$ cat config.mk
export PLATFORM = sky130hd
export DESIGN_NAME = trng_bit_packer
export DESIGN_NICKNAME = d
export VERILOG_FILES = /design/src/rtl/pack_pkg.sv /design/src/rtl/pack_out_stage.sv /design/src/rtl/trng_bit_packer.sv
export SDC_FILE = /design/constraint.sdc
export NUM_CORES = 1
export LEC_CHECK = 0
export ABC_AREA = 1
export ABC_CLOCK_PERIOD_IN_PS = 2300
export CAP_MARGIN = 10
export CORE_MARGIN = 1
export CORE_UTILIZATION = 45
export DETAILED_ROUTE_END_ITERATION = 8
export GPL_TIMING_DRIVEN = 0
export PLACE_DENSITY = 0.85
export SLEW_MARGIN = 20
export SYNTH_ARGS = -nofsm -noshare
export SYNTH_HDL_FRONTEND = slang
export SYNTH_SLANG_ARGS = --single-unit
$ cat constraint.sdc
create_clock -name CLK -period 2.3 [get_ports CLK]
set_input_delay 0.23 -clock CLK [delete_from_list [all_inputs] [get_ports CLK]]
set_output_delay 0.23 -clock CLK [all_outputs]
set_load 0.005 [all_outputs]
$ cat src/rtl/pack_pkg.sv
// Shared constants and parameter helpers for the TRNG bit packer.
// Legality of DIN_W/TAKE/OUT_W is checked at elaboration via pack_params_ok.
package pack_pkg;

  localparam int DROP_CNT_W = 16;

  // Counter width for OUT_W/TAKE samples per word; at least one bit.
  function automatic int pack_cnt_w(input int out_w, input int take);
    int n;
    if (take <= 0) return 1;
    n = out_w / take;
    return (n > 1) ? $clog2(n) : 1;
  endfunction

  function automatic bit pack_params_ok(input int din_w, input int take, input int out_w);
    return (take > 0) && (take <= din_w) && ((out_w % take) == 0);
  endfunction

endpackage

$ cat src/rtl/pack_out_stage.sv
// Single-entry valid/ready holding register; drops a word that cannot load.
// PACK_DROP_CNT_EN adds a saturating drop counter, otherwise DROP_CNT is 0.
module pack_out_stage import pack_pkg::*; #(
  parameter int W = 8
) (
  input  logic                  CLK,
  input  logic                  RST,
  input  logic                  word_vld,
  input  logic [W-1:0]          word,
  input  logic                  READY,
  output logic [W-1:0]          DOUT,
  output logic                  VALID,
  output logic                  OVF,
  output logic [DROP_CNT_W-1:0] DROP_CNT
);

  logic load, drop;

  // A full stage frees up in the same cycle it is being consumed.
  assign load = word_vld & (~VALID | READY);
  assign drop = word_vld & ~load;

  always_ff @(posedge CLK) begin
    if (RST) begin
      DOUT  <= '0;
      VALID <= 1'b0;
      OVF   <= 1'b0;
    end else begin
      if (load) begin
        DOUT  <= word;
        VALID <= 1'b1;
      end else if (READY) begin
        VALID <= 1'b0;
      end
      if (drop) OVF <= 1'b1;
    end
  end

`ifdef PACK_DROP_CNT_EN
  always_ff @(posedge CLK) begin
    if (RST)                       DROP_CNT <= '0;
    else if (drop && ~&DROP_CNT)   DROP_CNT <= DROP_CNT + 1'b1;
  end
`else
  assign DROP_CNT = '0;
`endif

endmodule

$ cat src/rtl/trng_bit_packer.sv
// Packs TAKE LSBs per TRNG sample into OUT_W-bit words, earliest sample in MSBs.
// Optional PACK_DROP_CNT_EN enables the dropped-word counter in the output stage.
module trng_bit_packer import pack_pkg::*; #(
  parameter int DIN_W       = 8,
  parameter int TAKE        = 1,
  parameter int OUT_W       = 8,
  parameter int PACK_ENABLE = 1
) (
  input  logic                  CLK,
  input  logic                  RST,
  input  logic [DIN_W-1:0]      DIN,
  input  logic                  WE,
  input  logic                  FLUSH,
  output logic [OUT_W-1:0]      DOUT,
  output logic                  VALID,
  input  logic                  READY,
  output logic                  OVF,
  output logic [DROP_CNT_W-1:0] DROP_CNT
);

  if (!pack_params_ok(DIN_W, TAKE, OUT_W)) begin : g_bad_params
    $error("trng_bit_packer: need 1 <= TAKE <= DIN_W and OUT_W %% TAKE == 0");
  end

  logic             word_vld;
  logic [OUT_W-1:0] word;
  logic             unused_in;

  // Upper DIN bits and FLUSH are legitimately ignored in some configurations.
  assign unused_in = ^{DIN, FLUSH};

  if (PACK_ENABLE == 0) begin : g_bypass
    assign word_vld = WE;
    assign word     = OUT_W'(DIN);
  end else if (OUT_W == TAKE) begin : g_single
    assign word_vld = WE & ~FLUSH;
    assign word     = DIN[TAKE-1:0];
  end else begin : g_pack
    localparam int AW = OUT_W - TAKE;
    localparam int CW = pack_cnt_w(OUT_W, TAKE);
    localparam logic [CW-1:0] LAST = CW'(OUT_W / TAKE - 1);

    logic [AW-1:0] acc;
    logic [CW-1:0] cnt;

    assign word     = {acc, DIN[TAKE-1:0]};
    assign word_vld = WE & ~FLUSH & (cnt == LAST);

    always_ff @(posedge CLK) begin
      if (RST) begin
        acc <= '0;
        cnt <= '0;
      end else if (FLUSH) begin
        cnt <= '0;
      end else if (WE) begin
        if (cnt == LAST) begin
          cnt <= '0;
        end else begin
          acc <= AW'({acc, DIN[TAKE-1:0]});
          cnt <= cnt + 1'b1;
        end
      end
    end
  end

  pack_out_stage #(.W(OUT_W)) u_out (
    .CLK      (CLK),
    .RST      (RST),
    .word_vld (word_vld),
    .word     (word),
    .READY    (READY),
    .DOUT     (DOUT),
    .VALID    (VALID),
    .OVF      (OVF),
    .DROP_CNT (DROP_CNT)
  );

endmodule

==> impl_summary.txt <==
----------------------------------------------------
[Logic synthesis]
  Post-Synthesis Mean Instance Area ... 7.55 sq um
  Synthesized cell area ... 973 sq um
  #FFs+latches synth ... 20
  Sequential share of the synthesized area ... 41.1%
  Unique masters post-synth ... 18
  Yosys Warn Count ... 0
  Post-synthesis cell count ... 129

[Clock tree]
  Resize count post-CTS ... 0
  Clock latency of the later-clocked register in the worst-skew pair ... 0.31 ns
  Number of buffers created by CTS ... 3
  H-tree level count ... 1
  Clock tree from TritonCTS ... done
  Count of hold buffers inserted by post-cts repair ... 0
  Post-CTS repair timing setup buffer count ... 0
  Clock transition at path regs ... 0.11 ns
  Cell at the root of the clock tree ... sky130_fd_sc_hd__clkbuf_4
  Buffers from clock root to sink, at most ... 2
  Clk sink count ... 20

[Worst setup path]
  Slowest cell delay on critical path ... 0.34 ns
  CP Data Required Time ... 2.50 ns
  Crit start category ... register
  Family with the most delay on the worst path ... simple AND/OR/NAND/NOR gates
  List of cells traversed by the critical path ... ha_1, ha_1, buf_6, inv_2, nand2_1, nor2_4, inv_2, nor2_1, nor2_1
  Setup slack, reg-to-reg ... 0.75 ns
  Bufs and invs on worst path ... 3
  Kind of critical path ... reg -> reg
  Highest-delay cell along the critical path ... sky130_fd_sc_hd__dfxtp_1
  Critical Path AT ... 1.75 ns
  Number of cell instances on the worst register-to-register path ... 9
  Worst reg2reg path endpoint ... g_pack.acc[4]
  Startpoint of the worst register-to-register path ... g_pack.cnt[0]
  Kind of end point of the critical path ... register
  Critical path fanouts, max ... 10

[Finish]
  Final standard cell area without fillers ... 0.00125 sq mm
  Fill count ... 176
  Footprint of the flip-flops and latches ... 400 sq um
  Area growth syn-to-layout ... 28.4%
  Nets@finish ... 179
  Post-route non-filler standard cell count ... 190
  Area of the multi-input gates ... 433 sq um
  Total inserted antenna cells ... 0
  Fraction of layout instances using a drive strength above 1 ... 17.2%

[STA]
  Highest Clock Rate ... 645 MHz
  Tcrit/Tclk final ... 67.4%
  Shortest period the worst path allows ... 1.55 ns
  Total negative slack ... 0 ns
  Number of hold-slack violations in the final timing report ... 0
  Worst-case clock skew ... 0.00937 ns
  Pins Over Slew Limit ... 0
  Final setup violation count ... 0
  Setup repair after global routing missed its margin ... no

[Global route]
  Number of antenna violations at the first check in global routing ... 0
  Number of global-route vias before repair ... 670
  Pin count of the biggest net entering global routing ... 12
  First-pass GRT wire length ... 2.69 mm
  Overall fraction of global-route tracks in use ... 14.4%
  Total global routing overflow ... 0

[Power and ir drop]
  Maximum resistive drop on vdd ... 0.295 mV
  Leakage power summed over all cells ... 0.604 nW
  Final total power ... 0.000640 W
  Power density cells ... 512 mW/mm^2

[Floorplanning]
  Core Area ... 0.00200 sq mm
  Die boundary width ... 48.5 um
  Starting utilization of the core area ... 48.6%
  Die ar. ... 0.00235 sq mm
  Height of the chip ... 48.5 um
  Number of I/O pins ... 39
  Cell Rows ... 16

[Placement]
  Dpl cells ... 186
  Placed wire-length estimate after detailed placement ... 1.27 mm
  Final estimated routing congestion in global placement ... 0.813
  Number of input and output port buffers inserted ... 15
  Placed standard-cell area ... 0.00121 sq mm

[Route]
  Count of routing violations after the opening detailed-route iteration ... 14
  Per-cell via count in the routed design ... 4.26
  Total number of vias ... 809
  DRC viols ... 0
  Overall routed net length ... 1.62 mm
  Final antenna-violating net count ... 0
  Avg WL per Cell ... 8.54 um
  First-pass detailed-route iteration total ... 4

[Min path]
  Launch point of the worst hold path ... u_out.OVF
  Endpoint of the worst hold-timing path ... u_out.OVF
  Worst min-delay path category ... reg -> reg
  Worst hold path stage count ... 2

[Flow run]
  Max-capacitance violation count ... 0

[Status]
  Status ... complete, no violations

----------------------------------------------------
## cells in the final DEF, fill, tap and decap left out, types with 2 or more instances in the layout
| master | instances |
|---|---|
| sky130_fd_sc_hd__nor2_1 | 36 |
| sky130_fd_sc_hd__dfxtp_1 | 20 |
| sky130_fd_sc_hd__buf_4 | 16 |
| sky130_fd_sc_hd__conb_1 | 16 |
| sky130_fd_sc_hd__clkdlybuf4s50_1 | 15 |
| sky130_fd_sc_hd__inv_1 | 13 |
| sky130_fd_sc_hd__nand2_1 | 11 |
| sky130_fd_sc_hd__o21ai_0 | 9 |
| sky130_fd_sc_hd__nand4_1 | 8 |
| sky130_fd_sc_hd__nor2_4 | 3 |
| sky130_fd_sc_hd__clkbuf_4 | 3 |
| sky130_fd_sc_hd__inv_2 | 2 |
| sky130_fd_sc_hd__a21oi_1 | 2 |
| sky130_fd_sc_hd__ha_1 | 2 |
## kinds of logic after synthesis
kind of cell | after synthesis | synth area share, %
simple gates | 60 | 29.3
buf+inv | 34 | 20.2
flops | 20 | 41.1
compound gates | 12 | 6.43
fa+ha+maj | 2 | 2.57
other cells | 1 | 0.385
## synth_stat cells
library cell	n	area share (%)
sky130_fd_sc_hd__nor2_1	36	14
sky130_fd_sc_hd__dfxtp_1	20	41
sky130_fd_sc_hd__buf_4	16	12
sky130_fd_sc_hd__inv_1	13	5.0
sky130_fd_sc_hd__nand2_1	11	4.2
sky130_fd_sc_hd__o21ai_0	9	4.6
sky130_fd_sc_hd__nand4_1	8	5.1
sky130_fd_sc_hd__nor2_4	3	3.5
sky130_fd_sc_hd__a21oi_1	2	1.0
sky130_fd_sc_hd__ha_1	2	2.6
sky130_fd_sc_hd__inv_2	2	0.77
sky130_fd_sc_hd__a21boi_0	1	0.77
sky130_fd_sc_hd__buf_2	1	0.51
sky130_fd_sc_hd__buf_6	1	1.2
sky130_fd_sc_hd__clkbuf_1	1	0.39
sky130_fd_sc_hd__conb_1	1	0.39
sky130_fd_sc_hd__nand3_1	1	0.51
sky130_fd_sc_hd__nand3b_4	1	2.1
## metrics by stage
step                      setup WS [ns]  util [%]  hold slack (ns)
final                             0.749      62.4            0.481
after global placement            0.806      60.6            0.450
after floorplan                   0.932         -            0.299
after global routing              0.637      62.4            0.516
after CTS                         0.742      62.4            0.486
after detailed placement          0.770      60.6            0.459
## registers in the layout, indices dropped and copies added (netlist names)
| name | flops |
|---|---|
| g_pack.acc | 7 |
| g_pack.cnt | 3 |
| u_out.DOUT | 8 |
| u_out.OVF | 1 |
| u_out.VALID | 1 |
## worst reg2reg max path, stage by stage, from the launching register on
cell and delay, ns:
sky130_fd_sc_hd__dfxtp_1 0.34, sky130_fd_sc_hd__ha_1 0.20, sky130_fd_sc_hd__ha_1 0.19, sky130_fd_sc_hd__buf_6 0.14
sky130_fd_sc_hd__inv_2 0.06, sky130_fd_sc_hd__nand2_1 0.10, sky130_fd_sc_hd__nor2_4 0.18, sky130_fd_sc_hd__inv_2 0.09
sky130_fd_sc_hd__nor2_1 0.11, sky130_fd_sc_hd__nor2_1 0.05
## area by class of cell
cell class | instances | area share [%]
inverter | 15 | 4.50
buffer | 19 | 11.2
tap | 27 | 2.70
multi-input combinational | 90 | 34.6
sequential | 20 | 32.0
timing repair buffer | 15 | 12.0
clock buffer | 4 | 2.90
## layer usage
layer | global-route usage [%] | up-vias | wire length, um
met1 | 17.2 | 340 | 720
met4 | 8.82 | 0 | 40
met5 | 0 | - | 0
met2 | 24.6 | 23 | 785
met3 | 1.89 | 5 | 76
li1 | - | 441 | -
## worst max-delay path by stage
stage | cells after the start | start | end | slack (ns)
finish | 9 | g_pack.cnt[0] | g_pack.acc[4] | 0.75
global placement | 6 | WE | g_pack.acc[3] | 0.81
CTS | 9 | g_pack.cnt[0] | g_pack.acc[4] | 0.74
global route | 9 | g_pack.cnt[0] | g_pack.acc[1] | 0.64
detailed placement | 6 | WE | g_pack.acc[4] | 0.77
floorplan | 9 | g_pack.cnt[0] | g_pack.acc[6] | 0.93
## report_power, final
| part | leakage [nW] | internal [W] | switching, W |
|---|---|---|---|
| clock network | 0.0210 | 0.0000967 | 0.000107 |
| logic | 0.421 | 0.0000375 | 0.0000378 |
| registers | 0.163 | 0.000356 | 0.00000604 |
| total | 0.604 | 0.000490 | 0.000150 |
No activity file was read; power rests on OpenSTA's default activity.
